## src/rtl/lane_color_pkg.sv

```systemverilog
// Shared types and colour constants for the lane colour mapper.
package lane_color_pkg;

    typedef enum logic [2:0] {
        L_GRAD     = 3'd0,
        L_BG       = 3'd1,
        L_RBG      = 3'd2,
        L_RECEPTOR = 3'd3,
        L_ARROW    = 3'd4,
        L_BALL     = 3'd5
    } layer_t;

    typedef struct packed {
        logic [7:0] r;
        logic [7:0] g;
        logic [7:0] b;
    } rgb_t;

    // Lane palette: red, blue, green, yellow; lanes past 3 wrap back to entry 0.
    localparam rgb_t LANE_PAL [4] = '{
        '{8'h55, 8'h00, 8'h00},
        '{8'h00, 8'h00, 8'hAA},
        '{8'h00, 8'hAA, 8'h00},
        '{8'hAA, 8'hAA, 8'h00}
    };

    localparam logic [7:0] RBG_GRAY  = 8'h55;
    localparam rgb_t       GRAD_BASE = '{8'h05, 8'h4B, 8'h7F};

endpackage

```

## src/rtl/lane_flash_timer.sv

```systemverilog
// One lane's hit-flash counter: a hit reloads it, frame starts count it down to zero.
module lane_flash_timer #(
    parameter int FLASH_FRAMES = 8
) (
    input  logic       clk_i,
    input  logic       rst_i,
    input  logic       hit_i,
    input  logic       frame_start_i,
    output logic [3:0] cnt_o
);

    logic [3:0] cnt_q;
    logic [3:0] cnt_d;

    // Next count: a hit wins over a same-cycle frame start.
    always_comb begin
        cnt_d = cnt_q;
        if (hit_i) begin
            cnt_d = 4'(FLASH_FRAMES);
        end else if (frame_start_i && (cnt_q != 4'd0)) begin
            cnt_d = cnt_q - 4'd1;
        end else begin
            cnt_d = cnt_q;
        end
    end

    // Counter register.
    always_ff @(posedge clk_i or posedge rst_i) begin
        if (rst_i) begin
            cnt_q <= 4'd0;
        end else begin
            cnt_q <= cnt_d;
        end
    end

    assign cnt_o = cnt_q;

endmodule

```

## src/rtl/lane_color_mapper.sv

```systemverilog
// Two-stage layer-priority resolver and palette/flash colour mapper driving registered VGA RGB.
module lane_color_mapper
    import lane_color_pkg::*;
#(
    parameter int NUM_LANES    = 4,
    parameter int COLOR_W      = 8,
    parameter int FLASH_FRAMES = 8,
    parameter int FLASH_SHIFT  = 4,
    parameter int GRAD_SHIFT   = 3
) (
    input  logic                 Clk,
    input  logic                 Reset,
    input  logic                 pixel_valid,
    input  logic                 frame_start,
    input  logic [9:0]           DrawX,
    input  logic [9:0]           DrawY,
    input  logic                 is_ball,
    input  logic                 is_background,
    input  logic                 is_receptor_background,
    input  logic [NUM_LANES-1:0] is_receptor,
    input  logic [NUM_LANES-1:0] display_arrow,
    input  logic [NUM_LANES-1:0] hit_pulse,
    output logic [COLOR_W-1:0]   VGA_R,
    output logic [COLOR_W-1:0]   VGA_G,
    output logic [COLOR_W-1:0]   VGA_B,
    output logic                 vga_valid
);

    localparam int LANE_W = (NUM_LANES > 1) ? $clog2(NUM_LANES) : 1;
    localparam int SUM_W  = COLOR_W + FLASH_SHIFT + 5;
    localparam int GW     = ((COLOR_W > 10) ? COLOR_W : 10) + 1;
    localparam logic [COLOR_W-1:0] ONES = {COLOR_W{1'b1}};

    logic [3:0]        flash_cnt_s [NUM_LANES];

    logic              arrow_hit_s;
    logic [LANE_W-1:0] arrow_lane_s;
    logic              rcpt_hit_s;
    logic [LANE_W-1:0] rcpt_lane_s;

    layer_t            layer_d;
    layer_t            layer_q;
    logic [LANE_W-1:0] lane_d;
    logic [LANE_W-1:0] lane_q;
    logic [9:0]        drawx_q;
    logic              valid1_q;

    rgb_t              pal_s;
    logic [3:0]        cnt_s;
    logic [GW-1:0]     grad_diff_s;
    logic [COLOR_W-1:0] grad_b_s;
    logic [COLOR_W-1:0] r_d, g_d, b_d;
    logic [COLOR_W-1:0] r_q, g_q, b_q;
    logic              valid2_q;

    logic              unused_drawy;
    assign unused_drawy = ^DrawY;

    for (genvar i = 0; i < NUM_LANES; i++) begin : g_lane
        lane_flash_timer #(
            .FLASH_FRAMES (FLASH_FRAMES)
        ) u_timer (
            .clk_i         (Clk),
            .rst_i         (Reset),
            .hit_i         (hit_pulse[i]),
            .frame_start_i (frame_start),
            .cnt_o         (flash_cnt_s[i])
        );
    end

    function automatic logic [COLOR_W-1:0] sat_boost(input logic [COLOR_W-1:0] base,
                                                     input logic [3:0] cnt);
        logic [SUM_W-1:0] sum;
        sum = SUM_W'(base) + (SUM_W'(cnt) << FLASH_SHIFT);
        if (sum > SUM_W'(ONES)) begin
            return ONES;
        end else begin
            return sum[COLOR_W-1:0];
        end
    endfunction

    // Lowest-index lane wins for both arrows and receptors.
    always_comb begin
        arrow_hit_s  = 1'b0;
        arrow_lane_s = '0;
        rcpt_hit_s   = 1'b0;
        rcpt_lane_s  = '0;
        for (int i = 0; i < NUM_LANES; i++) begin
            if (!arrow_hit_s && display_arrow[i]) begin
                arrow_hit_s  = 1'b1;
                arrow_lane_s = LANE_W'(i);
            end else begin
                arrow_hit_s  = arrow_hit_s;
            end
            if (!rcpt_hit_s && is_receptor[i]) begin
                rcpt_hit_s  = 1'b1;
                rcpt_lane_s = LANE_W'(i);
            end else begin
                rcpt_hit_s  = rcpt_hit_s;
            end
        end
    end

    // Layer priority decode.
    always_comb begin
        layer_d = L_GRAD;
        lane_d  = '0;
        if (is_ball) begin
            layer_d = L_BALL;
        end else if (arrow_hit_s) begin
            layer_d = L_ARROW;
            lane_d  = arrow_lane_s;
        end else if (rcpt_hit_s) begin
            layer_d = L_RECEPTOR;
            lane_d  = rcpt_lane_s;
        end else if (is_receptor_background) begin
            layer_d = L_RBG;
        end else if (is_background) begin
            layer_d = L_BG;
        end else begin
            layer_d = L_GRAD;
        end
    end

    // Stage 1: decoded layer, lane and X position.
    always_ff @(posedge Clk or posedge Reset) begin
        if (Reset) begin
            layer_q  <= L_GRAD;
            lane_q   <= '0;
            drawx_q  <= 10'd0;
            valid1_q <= 1'b0;
        end else begin
            layer_q  <= layer_d;
            lane_q   <= lane_d;
            drawx_q  <= DrawX;
            valid1_q <= pixel_valid;
        end
    end

    // Colour selection; the flash uses the counter value live during stage 2.
    always_comb begin
        pal_s       = LANE_PAL[2'(lane_q)];
        cnt_s       = flash_cnt_s[lane_q];
        grad_diff_s = GW'(GRAD_BASE.b) - GW'(drawx_q >> GRAD_SHIFT);
        grad_b_s    = grad_diff_s[GW-1] ? {COLOR_W{1'b0}} : grad_diff_s[COLOR_W-1:0];
        r_d         = {COLOR_W{1'b0}};
        g_d         = {COLOR_W{1'b0}};
        b_d         = {COLOR_W{1'b0}};
        case (layer_q)
            L_BALL: begin
                r_d = ONES;
                g_d = ONES;
                b_d = ONES;
            end
            L_ARROW: begin
                r_d = COLOR_W'(pal_s.r);
                g_d = COLOR_W'(pal_s.g);
                b_d = COLOR_W'(pal_s.b);
            end
            L_RECEPTOR: begin
                r_d = sat_boost(COLOR_W'(pal_s.r), cnt_s);
                g_d = sat_boost(COLOR_W'(pal_s.g), cnt_s);
                b_d = sat_boost(COLOR_W'(pal_s.b), cnt_s);
            end
            L_RBG: begin
                r_d = COLOR_W'(RBG_GRAY);
                g_d = COLOR_W'(RBG_GRAY);
                b_d = COLOR_W'(RBG_GRAY);
            end
            L_BG: begin
                r_d = {COLOR_W{1'b0}};
                g_d = {COLOR_W{1'b0}};
                b_d = {COLOR_W{1'b0}};
            end
            L_GRAD: begin
                r_d = COLOR_W'(GRAD_BASE.r);
                g_d = COLOR_W'(GRAD_BASE.g);
                b_d = grad_b_s;
            end
            default: begin
                r_d = {COLOR_W{1'b0}};
                g_d = {COLOR_W{1'b0}};
                b_d = {COLOR_W{1'b0}};
            end
        endcase
    end

    // Stage 2: registered RGB and aligned valid.
    always_ff @(posedge Clk or posedge Reset) begin
        if (Reset) begin
            r_q      <= {COLOR_W{1'b0}};
            g_q      <= {COLOR_W{1'b0}};
            b_q      <= {COLOR_W{1'b0}};
            valid2_q <= 1'b0;
        end else begin
            r_q      <= r_d;
            g_q      <= g_d;
            b_q      <= b_d;
            valid2_q <= valid1_q;
        end
    end

    assign VGA_R     = r_q;
    assign VGA_G     = g_q;
    assign VGA_B     = b_q;
    assign vga_valid = valid2_q;

endmodule

```

## config.mk

```make
export PLATFORM = sky130hd
export DESIGN_NAME = lane_color_mapper
export DESIGN_NICKNAME = d
export VERILOG_FILES = /design/src/rtl/lane_color_pkg.sv /design/src/rtl/lane_flash_timer.sv /design/src/rtl/lane_color_mapper.sv
export SDC_FILE = /design/constraint.sdc
export NUM_CORES = 1
export LEC_CHECK = 0
export ABC_AREA = 1
export BUFFER_PORTS_ARGS = -buffer_cell sky130_fd_sc_hd__buf_4
export CAP_MARGIN = 20
export CORE_MARGIN = 4
export CORE_UTILIZATION = 58
export CTS_CLUSTER_DIAMETER = 100
export DETAILED_ROUTE_END_ITERATION = 8
export GPL_TIMING_DRIVEN = 0
export PLACE_DENSITY = 0.85
export SETUP_SLACK_MARGIN = 0.3
export SYNTH_ARGS = -nofsm -noshare
export SYNTH_HDL_FRONTEND = slang
export SYNTH_HIERARCHICAL = 1
export SYNTH_SLANG_ARGS = --single-unit
```

## constraint.sdc

```tcl
create_clock -name Clk -period 5.1 [get_ports Clk]
set_input_delay 0.51 -clock Clk [delete_from_list [all_inputs] [get_ports Clk]]
set_output_delay 0.51 -clock Clk [all_outputs]
set_load 0.005 [all_outputs]
```

==> impl_metrics.prom <==
# TYPE chip_impl_metric gauge
chip_impl_info{name="start_kind",value="register"} 1
chip_impl_metric{name="die_height",unit="um"} 78.4
chip_impl_metric{name="cp_slowest_stage_delay",unit="ns"} 0.43
chip_impl_info{name="hp-class",value="in -> async"} 1
chip_impl_metric{name="post-route-min-period",unit="ns"} 2.44
chip_impl_metric{name="post-dp-hpwl",unit="mm"} 4.39
chip_impl_metric{name="fin_crit_sh",unit=""} 0.479
chip_impl_metric{name="maximum_number_of_pins_on_one_net_before_global_route_repair",unit=""} 27
chip_impl_metric{name="final.setup_skew",unit="ns"} 0.00823
chip_impl_info{name="timing.critical_path.cells",value="buf_4, inv_2, nand2_1, inv_2, a22oi_1, o21ai_0, ha_1, inv_1, fa_1, inv_1, nand4_1, nand2_2, inv_1, nand2_1, nand2_1, nand2_1"} 1
chip_impl_metric{name="drtPass1Iterations",unit=""} 4
chip_impl_metric{name="fp.dieArea",unit="um2"} 6140
chip_impl_metric{name="post_layout_nets",unit=""} 436
chip_impl_metric{name="syn_avg_cell_area",unit="um2"} 8.98
chip_impl_metric{name="wl",unit="mm"} 5.41
chip_impl_metric{name="floorplan.initialDensity",unit=""} 0.604
chip_impl_metric{name="detailedPlace.worstSlack",unit="ns"} 2.72
chip_impl_info{name="path_delay_family",value="adder cells"} 1
chip_impl_metric{name="synth_seq_area_share",unit=""} 0.444
chip_impl_metric{name="synthDistinctLibCells",unit=""} 35
chip_impl_metric{name="timing.final.max_slew_violations",unit=""} 0
chip_impl_metric{name="clock_latency",unit="ns"} 0.30
chip_impl_metric{name="timing.max_slew.rel_slack",unit=""} 0.633
chip_impl_metric{name="ff2ff_path_depth",unit=""} 16
chip_impl_metric{name="ctsHoldBuffers",unit=""} 0
chip_impl_metric{name="maxCapViolations",unit=""} 0
chip_impl_metric{name="ys_warns",unit=""} 6
chip_impl_info{name="rsz_0062_raised_after_global_routing",value="no"} 1
chip_impl_metric{name="floorplan.core_area",unit="um2"} 4750
chip_impl_metric{name="setup_viol_count_final",unit=""} 0
chip_impl_metric{name="num_antenna_cells",unit=""} 0
chip_impl_metric{name="tightest_slew",unit="ns"} 0.537
chip_impl_metric{name="area_delta_synth_final",unit="%"} 21.0
chip_impl_metric{name="globalplace.congestion",unit=""} 0.902
chip_impl_metric{name="synth_seq_cells",unit=""} 51
chip_impl_metric{name="first_iter_violations",unit=""} 238
chip_impl_metric{name="horizontal_die_dimension",unit="um"} 78.4
chip_impl_metric{name="finalHoldViolations",unit=""} 0
chip_impl_metric{name="clock_sink_count",unit=""} 51
chip_impl_metric{name="power_density",unit="nW/um2"} 379
chip_impl_metric{name="syn-instance-count",unit=""} 320
chip_impl_metric{name="rows",unit=""} 25
chip_impl_metric{name="post_route_antenna_net_violation_count",unit=""} 0
chip_impl_metric{name="ios",unit=""} 64
chip_impl_metric{name="ir_worst_vdd",unit="mV"} 0.205
chip_impl_metric{name="leakage",unit="nW"} 1.81
chip_impl_info{name="critPathCaptureType",value="register"} 1
chip_impl_metric{name="n_fill_cell",unit=""} 361
chip_impl_metric{name="route.vias.total",unit=""} 2312
chip_impl_info{name="run_status",value="complete, no violations"} 1
chip_impl_metric{name="global_route.usage.total",unit=""} 0.187
chip_impl_metric{name="fmax",unit="MHz"} 409
chip_impl_metric{name="worstPathArrival",unit="ns"} 2.67
chip_impl_metric{name="setup_slack",unit="ns"} 2.66
chip_impl_metric{name="congestion_overflow_gr",unit=""} 0
chip_impl_metric{name="cts_setup_buffers",unit=""} 0
chip_impl_metric{name="drc",unit=""} 0
chip_impl_metric{name="clk_path_buf_depth",unit=""} 2
chip_impl_metric{name="drive_above_1_share",unit=""} 0.327
chip_impl_metric{name="io_port_bufs",unit=""} 50
chip_impl_info{name="critical_path_class",value="reg -> reg"} 1
chip_impl_info{name="root_buffer",value="clkbuf_8"} 1
chip_impl_metric{name="critical_path_buf_inv_count",unit=""} 6
chip_impl_metric{name="first_global_vias",unit=""} 2166
chip_impl_metric{name="largest_fanout_on_the_critical_path",unit=""} 9
chip_impl_metric{name="fin_setup_tns",unit="ns"} 0
chip_impl_metric{name="worstPathRequired",unit="ns"} 5.33
chip_impl_metric{name="syn_nets",unit=""} 378
chip_impl_metric{name="vias_per_cell",unit=""} 5.18
chip_impl_metric{name="cts_repair_resize_count",unit=""} 0
chip_impl_metric{name="wire_length_of_the_first_global_routing_pass",unit="mm"} 9.25
chip_impl_info{name="critical_path.most_common_cell",value="nand2_1"} 1
chip_impl_info{name="tritoncts",value="done"} 1
chip_impl_metric{name="timing.critical_path.depth",unit=""} 16
chip_impl_metric{name="syn_area",unit="um2"} 2870
chip_impl_metric{name="path_clk_slew",unit="ns"} 0.08
chip_impl_metric{name="wl_per_cell",unit="um"} 12.1
chip_impl_metric{name="clock_tree.htree_level_count",unit=""} 2
chip_impl_info{name="worst_path_max_delay_cell",value="dfrtp_1"} 1
chip_impl_metric{name="tritoncts.num_buffers",unit=""} 5
chip_impl_metric{name="antenna_found_initial",unit=""} 0
routing by layer:
metal | vias to the layer above | routed length, um | GRT usage
met5 | - | 0 | 0
met4 | 0 | 86 | 0.0664
met3 | 7 | 240 | 0.0252
met2 | 69 | 2760 | 0.334
met1 | 1077 | 2320 | 0.231
li1 | 1159 | - | -
Yosys cell counts:
library cell / instances / area [um2]
nor3_1: 1 / 5.00
buf_2: 1 / 5.00
a31oi_1: 3 / 18.8
a21oi_1: 10 / 50.1
xor2_1: 5 / 43.8
or2_2: 4 / 25.0
dfrtp_1: 51 / 1280
a2111oi_0: 2 / 17.5
nand2_4: 9 / 101
nand3_1: 26 / 130
inv_2: 15 / 56.3
nand2_1: 54 / 203
a211oi_1: 1 / 7.51
buf_6: 2 / 22.5
o2111ai_1: 1 / 8.76
nand3_2: 5 / 50.1
buf_4: 4 / 30.0
o21ai_0: 14 / 70.1
a22oi_1: 1 / 7.51
inv_1: 32 / 120
a31o_2: 1 / 8.76
o211ai_1: 2 / 15.0
fa_1: 1 / 20.0
nor2_2: 5 / 31.3
nor2_4: 1 / 11.3
o21ai_1: 2 / 10.0
nand3b_1: 3 / 22.5
nor2_1: 19 / 71.3
o21ai_2: 9 / 78.8
a22o_1: 2 / 17.5
xnor2_1: 1 / 8.76
nor3_4: 1 / 16.3
nand4_1: 6 / 37.5
ha_1: 18 / 225
nand2_2: 8 / 50.1
power by group:
group	internal, mW	switching (mW)
clock network	0.159	0.118
logic	0.212	0.285
registers	0.472	0.0727
metrics by stage:
stage	hold WS [ns]	utilization	total power, mW	cell area [um2]	instances
after floorplan	0.276	-	0.917	2870	320
after global placement	0.337	0.701	1.02	3330	437
after detailed placement	0.341	0.707	1.05	3360	438
after CTS	0.111	0.731	1.32	3480	446
after global routing	0.126	0.731	1.42	3480	446
final	0.114	0.731	1.32	3480	446
cell families (layout without fill, tap and decap cells):
| kind of cell | count (synthesis) | count (layout) | synth area share |
|---|---|---|---|
| AO/OA/AOI/OAI | 48 | 48 | 0.108 |
| XOR/XNOR | 6 | 6 | 0.0183 |
| AND/OR/NAND/NOR | 142 | 142 | 0.263 |
| adder cells (fa/ha/maj) | 19 | 19 | 0.0854 |
| buffers and inverters | 54 | 113 | 0.0814 |
| flip-flops | 51 | 51 | 0.444 |
sequential cells by signal, summed over array words and instances (netlist names):
signal,cells
g_lane.u_timer/cnt_o,16
VGA_G,7
valid1_q,1
drawx_q,7
vga_valid,1
VGA_B,8
layer_q,3
VGA_R,6
lane_q,2
cell usage in the layout (no fill, tap or decap), types with 2 or more instances in the layout:
cell,count
nand2_1,54
o21ai_0,14
dfrtp_1,51
o21ai_1,2
o21ai_2,9
a21oi_1,10
nand4_1,6
o211ai_1,2
inv_1,32
nand2_2,8
a22o_1,2
buf_6,2
nand3_1,26
a2111oi_0,2
or2_2,4
buf_4,54
a31oi_1,3
xor2_1,5
nand3b_1,3
nand3_2,5
nor2_1,19
inv_2,15
ha_1,18
nand2_4,9
nor2_2,5
clkbuf_8,6
final timing paths:
| check | startpoint | end | slack (ns) |
|---|---|---|---|
| min in group Clk | pixel_valid | valid1_q$_DFF_PP0_ | 0.31 |
| worst min-delay path | Reset | g_lane[1].u_timer/cnt_o[2]$_DFFE_PP0P_ | 0.11 |
| worst max-delay path | lane_q[1]$_DFF_PP0_ | VGA_R[7]$_DFF_PP0_ | 2.66 |
| max in group asynchronous | Reset | VGA_G[3]$_DFF_PP0_ | 4.35 |
| worst max register to register | lane_q[1]$_DFF_PP0_ | VGA_R[7]$_DFF_PP0_ | 2.66 |
| worst min register to register | valid1_q$_DFF_PP0_ | vga_valid$_DFF_PP0_ | 0.36 |
area by class of cell:
class / instances / area (um2) / area share
Buffer: 7 / 57.6 / 0.0166
Clock buffer: 6 / 82.6 / 0.0237
Clock inverter: 2 / 35.0 / 0.0101
Inverter: 47 / 176 / 0.0507
Multi-Input combinational cell: 215 / 1360 / 0.392
Sequential cell: 51 / 1280 / 0.367
Tap cell: 67 / 83.8 / 0.0241
Timing Repair Buffer: 51 / 403 / 0.116
Note: power is estimated with default switching activity, not from simulation.
